[config.mk]
export PLATFORM = sky130hd
export DESIGN_NAME = timer_ctrl
export DESIGN_NICKNAME = d
export VERILOG_FILES = /design/src/rtl/timer_pkg.sv /design/src/rtl/sync_counter_en.sv /design/src/rtl/timer_ctrl.sv
export SDC_FILE = /design/constraint.sdc
export NUM_CORES = 1
export LEC_CHECK = 0
export ABC_AREA = 0
export CAP_MARGIN = 20
export CORE_AREA = 2 2 53 55
export CTS_CLUSTER_DIAMETER = 60
export DETAILED_ROUTE_END_ITERATION = 6
export DIE_AREA = 0 0 55 57
export HOLD_SLACK_MARGIN = 0.02
export PLACE_DENSITY = 0.66
export REMOVE_ABC_BUFFERS = 1
export SLEW_MARGIN = 10
export SYNTH_ARGS = -nofsm -noshare
export SYNTH_HDL_FRONTEND = slang
export SYNTH_SLANG_ARGS = --single-unit
[constraint.sdc]
create_clock -name clk -period 3.7 [get_ports clk]
set_clock_uncertainty 0.15 [all_clocks]
set_input_delay 0.925 -clock clk [delete_from_list [all_inputs] [get_ports clk]]
set_output_delay 0.925 -clock clk [all_outputs]
set_load 0.02 [all_outputs]
[src/rtl/timer_pkg.sv]
// Shared definitions for the programmable timer: FSM state encoding and mode values.
// Imported by timer_ctrl.
package timer_pkg;

   typedef logic [1:0] state_t;

   localparam state_t ST_IDLE = 2'b00;
   localparam state_t ST_RUN  = 2'b01;
   localparam state_t ST_DONE = 2'b10;

   localparam logic MODE_ONESHOT  = 1'b0;
   localparam logic MODE_PERIODIC = 1'b1;

endpackage

[src/rtl/sync_counter_en.sv]
// WIDTH-bit synchronous up-counter built from toggle stages on an AND carry chain.
// clr takes priority over en.
module sync_counter_en #(
   parameter int WIDTH = 4
) (
   input  logic             clk,
   input  logic             rst_n,
   input  logic             en,
   input  logic             clr,
   output logic [WIDTH-1:0] q
);

   logic [WIDTH-1:0] r_q;
   logic [WIDTH-1:0] w_toggle;

   // Stage gi toggles when enabled and every lower bit is 1.
   assign w_toggle[0] = en;
   generate
      for (genvar gi = 1; gi < WIDTH; gi++) begin : g_carry
         assign w_toggle[gi] = w_toggle[gi-1] & r_q[gi-1];
      end
   endgenerate

   always_ff @(posedge clk or negedge rst_n) begin
      if (!rst_n) begin
         r_q <= '0;
      end else if (clr) begin
         r_q <= '0;
      end else begin
         r_q <= r_q ^ w_toggle;
      end
   end

   assign q = r_q;

endmodule

[src/rtl/timer_ctrl.sv]
// Programmable timer: start/stop FSM, prescaler, shadowed period/mode and
// terminal compare driving a sync_counter_en datapath.
module timer_ctrl
   import timer_pkg::*;
#(
   parameter int WIDTH   = 4,
   parameter int PRESC_W = 2
) (
   input  logic               clk,
   input  logic               rst_n,
   input  logic               start,
   input  logic               stop,
   input  logic               ack,
   input  logic               mode,
   input  logic [WIDTH-1:0]   period,
   input  logic [PRESC_W-1:0] presc,
   output logic               busy,
   output logic               done,
   output logic               tick,
   output logic [WIDTH-1:0]   count
);

   state_t             r_state;
   state_t             w_state_next;
   logic               r_mode;
   logic [WIDTH-1:0]   r_period;
   logic [PRESC_W-1:0] r_presc;
   logic [PRESC_W-1:0] r_pre;
   logic               r_tick;
   logic               r_busy;
   logic               r_done;

   logic               w_step;
   logic               w_term;
   logic               w_capture;
   logic               w_cnt_en;
   logic               w_cnt_clr;
   logic               w_tick_next;
   logic [WIDTH-1:0]   w_count;

   assign w_step = (r_pre == r_presc);
   assign w_term = (w_count == r_period);

   always_comb begin
      w_state_next = r_state;
      w_capture    = 1'b0;
      w_cnt_en     = 1'b0;
      w_cnt_clr    = 1'b0;
      w_tick_next  = 1'b0;
      case (r_state)
         ST_IDLE: begin
            if (start && !stop) begin
               w_capture    = 1'b1;
               w_cnt_clr    = 1'b1;
               w_state_next = ST_RUN;
            end
         end
         ST_RUN: begin
            // stop outranks a terminal step arriving in the same cycle
            if (stop) begin
               w_cnt_clr    = 1'b1;
               w_state_next = ST_IDLE;
            end else if (w_step) begin
               if (!w_term) begin
                  w_cnt_en = 1'b1;
               end else begin
                  w_tick_next = 1'b1;
                  if (r_mode == MODE_PERIODIC) begin
                     w_cnt_clr = 1'b1;
                  end else begin
                     w_state_next = ST_DONE;
                  end
               end
            end
         end
         ST_DONE: begin
            if (start) begin
               w_capture    = 1'b1;
               w_cnt_clr    = 1'b1;
               w_state_next = ST_RUN;
            end else if (ack) begin
               w_cnt_clr    = 1'b1;
               w_state_next = ST_IDLE;
            end
         end
         default: begin
            w_cnt_clr    = 1'b1;
            w_state_next = ST_IDLE;
         end
      endcase
   end

   always_ff @(posedge clk or negedge rst_n) begin
      if (!rst_n) begin
         r_state <= ST_IDLE;
         r_tick  <= 1'b0;
         r_busy  <= 1'b0;
         r_done  <= 1'b0;
      end else begin
         r_state <= w_state_next;
         r_tick  <= w_tick_next;
         r_busy  <= (w_state_next == ST_RUN);
         r_done  <= (w_state_next == ST_DONE);
      end
   end

   always_ff @(posedge clk or negedge rst_n) begin
      if (!rst_n) begin
         r_pre <= '0;
      end else if ((r_state == ST_RUN) && !stop && !w_step) begin
         r_pre <= r_pre + PRESC_W'(1);
      end else begin
         r_pre <= '0;
      end
   end

   always_ff @(posedge clk or negedge rst_n) begin
      if (!rst_n) begin
         r_mode   <= MODE_ONESHOT;
         r_period <= '0;
         r_presc  <= '0;
      end else if (w_capture) begin
         r_mode   <= mode;
         r_period <= period;
         r_presc  <= presc;
      end
   end

   sync_counter_en #(
      .WIDTH (WIDTH)
   ) u_counter (
      .clk   (clk),
      .rst_n (rst_n),
      .en    (w_cnt_en),
      .clr   (w_cnt_clr),
      .q     (w_count)
   );

   assign busy  = r_busy;
   assign done  = r_done;
   assign tick  = r_tick;
   assign count = w_count;

endmodule

### After elaboration in Yosys (flattened, before gate mapping)

Index checks and enable logic that the tools add are counted.

* muxes and demuxes: 28
* shift-type cells: 0
* order comparisons: 0
* multiply operators: 0
* bitwise logic cells: 4
* reductions and logical operators: 6
* divide/modulo/power cells: 0
* equal/unequal tests: 6
* add/subtract/negate cells: 1

Operators with widths (number)
* $mux 1: 16
* $mux 2: 8
* $pmux 2 s3: 1
* $eq 2x1->1 const B: 2
* $eq 2x2->1 const B: 2
* $eq 4x4->1: 1
* $mux 4: 1
* $xor 4x4->4: 1
* $and 1x1->1: 3
* $logic_and 1x1->1: 3
* $pmux 1 s3: 1
* $add 2x1->2 const B: 1
* $eq 2x2->1: 1
* $logic_not 1->1: 2
* $logic_not 2->1: 1
* $pmux 1 s2: 1

* latch bits: 0
* memory bits (read-only): 0
* bits in registers: 18
* output and inout bits: 7
* memory bits (writable): 0
* word-level logic and storage cells: 54
* input bits: 12
* memories: 0

### Depth between registers and ports, before layout

* depth in word-level cells: 10
* mapped depth: 9
* depth with buffers taken out: 8

### Hierarchy

Synthesis repeated with hierarchy kept, for this count alone.

* cells, all modules: 64
* area total of the unflattened synthesis: 823.3 um^2

By module, submodules not included
* timer_ctrl: seq. area each 350.3 um^2, cells an instance 52, instances 1, area each 654.4 um^2
* sync_counter_en: seq. area each 100.1 um^2, cells an instance 12, instances 1, area each 168.9 um^2

### Worst setup path before layout

Ideal clock, no wire load.

* kind: input-to-reg
* from: in stop
* to: reg u_counter.r_q[3], in the netlist u_counter.q[3]
* arrival: 2.203 ns
* path slack: 1.253 ns
* buffers on the path: 1
* cell stages on the path: 8
* path through: or3b_1 > buf_2 > nor3_1 > ha_1 > ha_1 > ha_1 > xnor2_1 > a211oi_1

* word-level cells in the longest chain between the ends: 7

RTL lines
* from (decl): RTL line timer_ctrl.sv:12 `input logic stop,`
* $mux 1: RTL line timer_ctrl.sv:60 `if (stop) begin`
* $mux 1: RTL line timer_ctrl.sv:50 `case (r_state)`
* $and 1x1->1 (3 in series): RTL line sync_counter_en.sv:20 `assign w_toggle[gi] = w_toggle[gi-1] & r_q[gi-1];`
* $xor 4x4->4: RTL line sync_counter_en.sv:30 `r_q <= r_q ^ w_toggle;`
* $mux 4 (*): RTL line sync_counter_en.sv:27 `end else if (clr) begin`
* to (signal assigned): RTL line sync_counter_en.sv:30
* to (decl): RTL line sync_counter_en.sv:13 `logic [WIDTH-1:0] r_q;`

Every way passes the cells marked *; elsewhere a longest branch is shown, timed or not.
A chain may end at the register's enable or synchronous reset.

### Worst setup path after layout

Same ends and word-level chain as after synthesis.

==> metrics.cfg <==
[worst_setup_path]
startpoint = stop
crit_chain = clkdlybuf4s50_1 > or3b_1 > nor3_1 > ha_1 > ha_1 > ha_1 > xnor2_1 > a211oi_1
critPathSlowestCell = or3b_1
cp_common_cell = ha_1
crit_type = in2reg
crit_buf_inv = 1
end_kind = flip-flop
r2r-start = u_counter.q[2]
cp-start-kind = input port
required_ps = 3750
cp_max_fo = 6
r2r_slack_ps = 1550
cp_top_family = simple AND/OR/NAND/NOR gates
crit_arrival_ps = 2760
cpPeakStageDelay_ps = 510

[clock_tree]
clk_latency_ps = 280
cts.repair.resized = 0
cts_sinks = 18
cts_htree_levels = 1
holdBufCountCts = 0
numCtsBuffers = 3
cts_tree = built
clockBufferDepth = 2
cts_root_buf = clkbuf_4
clk_pin_slew_ps = 90
post_cts_buffers = 0

[logic_synthesis]
avgSynthCellArea_um2 = 12.35
ys_ff_latch = 18
yosysWarnings = 0
synth_cells = 70
yosysSeqAreaShare_pct = 52.10
syn-cell-area_um2 = 864.6
ys_types = 26

[run_status]
run_status = finished clean

[worst_hold_path]
min_path_type = reg2reg
hp-start = r_pre[0]

[floorplanning]
core_area_mm2 = 0.002615
die_h_um = 57
io_pins = 19
initial_core_util_pct = 33.06
rows = 19
die_x_um = 55
dieArea_mm2 = 0.003135

[route]
vias = 597
firstDrtPassIters = 3
drc = 0
routed_via_density = 4.975
ant_nets = 0
drt_iter0_drc = 9
wl_um = 1474
detail_route.wl_per_cell_um = 12.28

[sta]
max_slew.worst_pin.slew_ps = 768.9
max_slew_margin_pct = 48.58
fin_tns_setup_ps = 0
rsz0062_at_grt = no
layout_min_cycle_time_ps = 2705
period_share_pct = 73.11
setup_viol = 0
whs_ps = 374.0
finalMaxSlewViolations = 0
finalHoldViolCount = 0
max_freq_mhz = 369.7

[power]
peakVddDrop_uv = 285.7
power_mw = 0.4769
p_leak_nw = 0.4508
power_density_mw_per_mm2 = 434.6

[finish]
final_cell_mix = dfrtp_1 (18), clkdlybuf4s50_1 (18), mux2_2 (7)
diodes = 0
drive_above_1_share_pct = 19.10
final_util_pct = 41.96
final_nets = 106
area_growth_pct = 26.92

[place]
gp_congestion = 0.8357
dpl.hpwl_um = 1207
port_buffers = 18

[global_routing]
gr-total-overflow = 0
grt_pass1_wl_um = 2546
grt_pass1_vias = 623
grtUsageTotal_pct = 11.32
grt_max_degree = 19
antenna_found_initial = 0

[job]
maxCapViolCount = 0

[routing by layer]
| layer | GRT usage [%] | share of wire [%] |
|---|---|---|
| met5 | 0 | 0 |
| met4 | 3.136 | 0.41 |
| met3 | 4.712 | 4.7 |
| met2 | 20.07 | 53 |
| met1 | 11.88 | 42 |
[stage by stage]
stage / worst slack (ps) / cell area (um^2) / cells
5_1_grt: 853.8 / 1097 / 120
6_report: 995.0 / 1097 / 120
3_3_place_gp: 762.2 / 1075 / 117
2_1_floorplan: 1271 / 855.8 / 68
4_1_cts: 993.1 / 1097 / 120
3_5_place_dp: 685.5 / 1075 / 117
[Yosys cell counts, drive strengths merged]
library cell | count | area share, %
dfrtp | 18 | 52
mux2 | 7 | 9.1
nor3 | 6 | 3.5
xnor2 | 6 | 6.1
a211oi | 4 | 3.5
ha | 3 | 4.3
inv | 3 | 1.3
nor2 | 3 | 2.5
a21oi | 2 | 1.2
a31o | 2 | 2.0
o41a | 2 | 2.6
or3b | 2 | 2.0
xor2 | 2 | 2.0
and2 | 1 | 0.72
and4 | 1 | 1.0
buf | 1 | 0.58
clkbuf | 1 | 0.43
nand2b | 1 | 0.72
nand3b | 1 | 0.87
nand4 | 1 | 0.72
nor2b | 1 | 0.72
o21ai | 1 | 1.0
or2 | 1 | 1.0
[area by class of cell]
class | instances | area, um^2
Timing Repair Buffer | 18 | 180.2
Multi-Input combinational cell | 47 | 394.1
Sequential cell | 18 | 450.4
Clock buffer | 3 | 22.52
Inverter | 3 | 11.26
Fill cell | 259 | 1518
Tap cell | 31 | 38.79
[path summary, 6_finish.rpt]
| check | to | cells after the start |
|---|---|---|
| setup / recovery | u_counter.q[3] | 8 |
| hold / removal | r_pre[0] | 1 |
| setup reg to reg | u_counter.q[3] | 8 |
| hold reg to reg | r_pre[0] | 1 |
| max in group asynchronous | r_mode | 1 |
| min in group asynchronous | u_counter.q[0] | 1 |
[kinds of logic after synthesis]
| logic type | share of synthesized area (%) |
|---|---|
| xor+xnor | 8.105 |
| buf+inv | 2.314 |
| flops | 52.10 |
| mux | 9.118 |
| compound gates | 10.28 |
| simple gates | 13.75 |
| fa+ha+maj | 4.342 |
[state kept, by name, summed over array words and instances (netlist names)]
| register | count |
|---|---|
| r_period | 4 |
| r_state | 2 |
| tick | 1 |
| r_presc | 2 |
| busy | 1 |
| r_mode | 1 |
| done | 1 |
| r_pre | 2 |
| u_counter.q | 4 |
[where the power goes]
part | total (mW) | switching, mW | internal [mW]
combinational | 0.134 | 0.0631 | 0.0711
sequential | 0.252 | 0.0256 | 0.226
clock | 0.0909 | 0.0530 | 0.0378
total | 0.477 | 0.142 | 0.335
[worst register-to-register path, stage by stage, from the launching register on]
cell and delay [ps]:
dfrtp_1 420, xnor2_1 200, and4_1 360, nor3_1 100, ha_1 190, ha_1 180
ha_1 190, xnor2_1 130, a211oi_1 160
No activity file was read; power rests on OpenSTA's default activity.
==> edit 1, RTL diff (same flow settings) <==
Reset style: synchronous (`rst_n`), changed in 4 clocked blocks.
--- a/src/rtl/sync_counter_en.sv
+++ b/src/rtl/sync_counter_en.sv
@@ -23,3 +23,3 @@
 
-   always_ff @(posedge clk or negedge rst_n) begin
+   always_ff @(posedge clk) begin
       if (!rst_n) begin
--- a/src/rtl/timer_ctrl.sv
+++ b/src/rtl/timer_ctrl.sv
@@ -92,3 +92,3 @@
 
-   always_ff @(posedge clk or negedge rst_n) begin
+   always_ff @(posedge clk) begin
       if (!rst_n) begin
@@ -106,3 +106,3 @@
 
-   always_ff @(posedge clk or negedge rst_n) begin
+   always_ff @(posedge clk) begin
       if (!rst_n) begin
@@ -116,3 +116,3 @@
 
-   always_ff @(posedge clk or negedge rst_n) begin
+   always_ff @(posedge clk) begin
       if (!rst_n) begin
Formal check against the unedited RTL: differs if rst_n is asserted again (counterexample within 4 cycles, from zero or initial values and one cycle with rst_n low); with rst_n held inactive, the same outputs for 10 cycles.
==> edit 1 against the unedited design <==
Critical path depth up 1. Final cell count up 12%. Setup slack worse by 0.030 ns. Maximum frequency down 1.1%. Area after synthesis down 5.9%. Utilization down 1.7 points. Design area down 4.0%. Routed wire length up 2.8%. Sequential cell count unchanged. Critical path type unchanged. Critical endpoint is now u_counter.q[3]$_SDFF_PP0_. Highest routed layer unchanged.
Power is not compared: it rests on default switching activity, and its combinational part moved more than twofold at a synthesized area within 25%.
==> edit 1: results (changes against the unedited design) <==
| Metric | Value |
|---|---|
| GPL Wtd Cong | `0.710 (-15%)` |
| Wire length of the first global-routing pass | `2.53 mm (-0.55%)` |
| Post-synthesis mux area share | `8.62% (-0.50 points)` |
| #MultiIn Comb | `62 (+32%)` |
| Met3 wire len | `81 µm (+17%)` |
| Met2 usage | `16.3% (-3.7 points)` |
| DR WL/cell | `11.3 µm (-7.9%)` |
| Wl on met1 | `759 µm (+22%)` |
| Worst-Skew Late Latency | `around 0.29 ns` |
| Post-CTS sizing | `0 (unchanged)` |
| Critical path peak fanout | `5 (-1)` |
| XOR/XNOR Fraction of Synth Area | `8.62% (+0.51 points)` |
| CP max stage cell | `clkdlybuf4s50_1` |
| Multi-input gate area | `430 µm² (+9.2%)` |
| Initial DRC count | `6 (-3)` |
| Met2 WL post-DR | `661 µm (-15%)` |
| Status | `finished, final reports clean` |
| Antenna cell count | `0 (unchanged)` |
| M1 GR Usage | `15.7% (+3.8 points)` |
| Aggregate routed wire length | `1.52 mm (+2.8%)` |
| Largest net degree at the start of global routing | `15 (-4)` |
| Clock network area share | `3.44% (+1.4 points)` |
| Non-clk bufs | `19 (+1)` |
| Yosys cell types | `25 (-3.8%)` |
| Non-clock inverter count | `0 (-3)` |
| Commonest cells post-synth | `dfxtp_1 (18), nand2_1 (8), mux2i_1 (7), nor2b_1 (7), xnor2_1 (7)` |
| Dpl cells | `130 (+11%)` |
| Ys async rst share | `0% (-100 points)` |
| Worst-Margin Slew | `0.404 ns (-0.365 ns)` |
| HPWL after DPL | `1.17 mm (-3.0%)` |
| NonClk Buf Share | `17.8% (+1.4 points)` |
| Clock buf count | `4 (+1)` |
| Layout cell share with drive strength beyond 1 | `8.74% (-10 points)` |
| Root Buffer | `clkbuf_4` |
| Avg Inst Size Synth | `9.80 µm² (-21%)` |
| First-pass detailed-route iteration total | `4 (+1)` |
| Crit path DAT | `2.80 ns (+0.04 ns)` |
| Tot GR Track Use | `11.1% (-0.21 points)` |
| Fraction of area in registers | `34.2% (-6.8 points)` |
| GR Util met3 | `1.83% (-2.9 points)` |
| Ranking of synthesized cells by area | `dfxtp_1 (44%), mux2i_1 (8.6%), xnor2_1 (7.5%)` |
| Routed vias | `621 (+4.0%)` |
| FFs & Latches | `18 (unchanged)` |
| Nets | `119 (+12%)` |
| Synth Area in Compound Gates | `4.62% (-5.7 points)` |
| Max-cap violations | `0 (unchanged)` |
| FILL cells | `277 (+6.9%)` |
| Reg2reg start | `r_state[0]$_SDFF_PN0_` |
| Yosys warns | `0 (unchanged)` |
| Adder-Cell Fraction of Synth Area | `4.62% (+0.27 points)` |
| Max incr delay on CP | `0.46 ns (-0.05 ns)` |
| Register area share after synthesis | `44.3% (-7.8 points)` |
| Clock network fraction of total power | `a little under a third` |
| Via count of the first global-routing pass | `599 (-3.9%)` |
| Hold Startpoint | `r_pre[0]$_SDFF_PN0_` |
[edit 1: cell types whose count changed in the layout (fill, tap and decap cells not counted), sizes merged, moves of 2 or more]
cell     delta
dfrtp      -18
dfxtp      +18
nand2       +8
mux2        -7
mux2i       +7
nor2b       +7
a211oi      -4
inv         -3
nor2        +3
nor3b       +3
a2111oi     +2
a21oi       +2
a31o        -2
o41a        -2
[edit 1: path summary, 6_finish.rpt]
kind,endpoint,slack [ns],cells after the start
worst max register to register,u_counter.q[3]$_SDFF_PP0_,1.57,8
worst max-delay path,u_counter.q[3]$_SDFF_PP0_,0.97,9
worst min register to register,r_pre[0]$_SDFF_PN0_,0.33,1
worst min-delay path,r_pre[0]$_SDFF_PN0_,0.33,1
[edit 1: through the flow]
step	cell area (µm²)	hold WS (ns)	setup slack, ns
3_5_place_dp	1020	0.311	0.655
5_1_grt	1050	0.344	0.839
6_report	1050	0.328	0.966
4_1_cts	1050	0.333	0.957
2_1_floorplan	791	0.287	1.29
3_3_place_gp	1020	0.299	0.729
==> edit 2, RTL diff (same settings) <==
Without the edit above. `WIDTH` is set to 4 in 2 places; all go to 6.
--- a/src/rtl/sync_counter_en.sv
+++ b/src/rtl/sync_counter_en.sv
@@ -3,3 +3,3 @@
 module sync_counter_en #(
-   parameter int WIDTH = 4
+   parameter int WIDTH = 6
 ) (
--- a/src/rtl/timer_ctrl.sv
+++ b/src/rtl/timer_ctrl.sv
@@ -5,3 +5,3 @@
 #(
-   parameter int WIDTH   = 4,
+   parameter int WIDTH   = 6,
    parameter int PRESC_W = 2
Ports: changed (resized count and period); port bits go from 19 to 23. The function was not compared with the original's and may differ.
==> edit 2 against the unedited design <==
Synthesized cell count increased by 26%. Via count rose by 24%. Power increased by 31%. Sequential cell count rose by 4. Design area up 29%. Area after synthesis is 25% higher. Routed wire length up 34%. Maximum frequency down 2.5%. Setup slack got worse by 0.069 ns. Utilization grew 12 points. Die area unchanged. Largest cell class unchanged. Highest routed layer unchanged.
==> edit 2: results (changes against the unedited design) <==
| Metric | Value |
|---|---|
| Synth Area in Compound Gates | `8.56% (-1.7 points)` |
| Via density per instance | `5.09 (+2.3%)` |
| Yosys cell types | `25 (-3.8%)` |
| Placed Area | `1340 µm² (+25%)` |
| HPWL after DPL | `1.46 mm (+21%)` |
| Clock Tree Buf Depth | `2 (unchanged)` |
| Met2 usage | `21.8% (+1.7 points)` |
| CP max stage cell | `clkdlybuf4s50_1` |
| DR WL/cell | `13.5 µm (+9.8%)` |
| Adder-Cell Fraction of Synth Area | `5.79% (+1.4 points)` |
| Register area share after synthesis | `50.9% (-1.2 points)` |
| H-tree levels | `1 (unchanged)` |
| Crit path DAT | `2.83 ns (+0.07 ns)` |
| Worst min path class | `reg -> reg` |
| GR Util met3 | `2.36% (-2.4 points)` |
| Commonest cells post-synth | `dfrtp_1 (22), nand2_1 (9), mux2_2 (8)` |
| Top FF cell, synth | `dfrtp_1` |
| Max incr delay on CP | `0.54 ns (+0.03 ns)` |
| Clk pin slew, worst setup/hold paths | `0.13 ns (+0.04 ns)` |
| Final Cell Area | `1410 µm² (+29%)` |
| FILL cells | `240 (-7.3%)` |
| R2R Setup Slk | `1.19 ns (-0.36 ns)` |
| Post-synthesis mux area share | `8.33% (-0.78 points)` |
| Initial antenna violation count | `0 (unchanged)` |
| Initial DRC count | `4 (-5)` |
| Nets | `135 (+27%)` |
| Cells after Synth | `88 (+26%)` |
| Final Non-Filler Cells | `146 (+22%)` |
| Layout cell share with drive strength beyond 1 | `19.1% (+0.029 points)` |
| Post-CTS sizing | `0 (unchanged)` |
| Leakage | `0.000619 µW (+37%)` |
| Post-CTS setup buffers | `0 (unchanged)` |
| Status | `finished, final reports clean` |
| PortBufs | `22 (+4)` |
| M1 GR Usage | `20.8% (+8.9 points)` |
| Tot GR Track Use | `15.1% (+3.7 points)` |
| Antenna cell count | `0 (unchanged)` |
| Wire length of the first global-routing pass | `3.33 mm (+31%)` |
| Worst-Skew Late Latency | `0.32 ns (+0.04 ns)` |
| Ys async rst share | `100% (unchanged)` |
| Critical path peak fanout | `5 (-1)` |
| Max rail drop VDD | `264 µV (-7.5%)` |
| Yosys warns | `0 (unchanged)` |
| First-pass detailed-route iteration total | `2 (-1)` |
| Root Buffer | `clkbuf_4` |
| XOR/XNOR Fraction of Synth Area | `10.9% (+2.8 points)` |
| Max_slew headroom | `69.5% (+21 points)` |
| Ranking of synthesized cells by area | `dfrtp_1 (51%), mux2_2 (8.3%), xnor2_2 (6.0%)` |
| Via count of the first global-routing pass | `735 (+18%)` |
| Largest net degree at the start of global routing | `23 (+4)` |
| GPL Wtd Cong | `0.710 (-15%)` |
| CTS buffer count | `3 (unchanged)` |
| Top Family by Delay on Critical Path | `adder cells` |
## edit 2: layout make-up
type / instances / area share [%]
flip-flops and latches: 22 / 39.0
well taps: 31 / 2.75
repair buffers: 24 / 17.2
multi-input cells: 62 / 36.5
inverters: 3 / 0.799
clock buffers: 3 / 1.60
clock inverters: 1 / 2.13
## edit 2: through the flow
stage	hold slack, ns	setup slack (ns)
3_5_place_dp	0.369	0.583
5_1_grt	0.409	0.828
3_3_place_gp	0.340	0.616
2_1_floorplan	0.325	1.22
4_1_cts	0.384	0.941
6_report	0.387	0.926
## edit 2: worst paths after layout
path,from,cells past startpoint,end
max,stop,11,u_counter.q[5]$_DFF_PN0_
min,r_pre[0]$_DFF_PN0_,1,r_pre[0]$_DFF_PN0_
max reg2reg,u_counter.q[0]$_DFF_PN0_,11,u_counter.q[5]$_DFF_PN0_
min reg2reg,r_pre[0]$_DFF_PN0_,1,r_pre[0]$_DFF_PN0_
max in group asynchronous,rst_n,2,r_presc[0]$_DFFE_PN0P_
min in group asynchronous,rst_n,1,done$_DFF_PN0_
## edit 2: per-layer routing
| layer | vias to the layer above | share of wire (%) |
|---|---|---|
| met1 | 359 | 46 |
| met2 | 16 | 46 |
| li1 | 360 | - |
| met3 | 8 | 3.4 |
| met4 | 0 | 4.0 |
| met5 | - | 0 |
## edit 2: worst reg2reg max path, stage by stage, from the launching register on
cell	delay (ns)
dfrtp_1	0.46
xnor2_2	0.15
nand4_2	0.21
o2111a_1	0.30
ha_1	0.18
ha_1	0.18
ha_1	0.18
ha_1	0.17
ha_1	0.19
xor2_1	0.14
nand2_1	0.07
nor2_1	0.04
## edit 2: cells by family after synthesis
family / count (synthesis)
muxes: 8
and+or+nand+nor: 29
xor gates and xnor gates: 10
DFF: 22
AOI/OAI and AO/OA: 10
buffers and inverters: 4
adders and majority gates: 5
## edit 2: report_power, final
group	total (µW)	internal (µW)	switching, µW
Sequential	298	270	28.1
Combinational	139	77.6	61.1
Clock	186	110	76.7
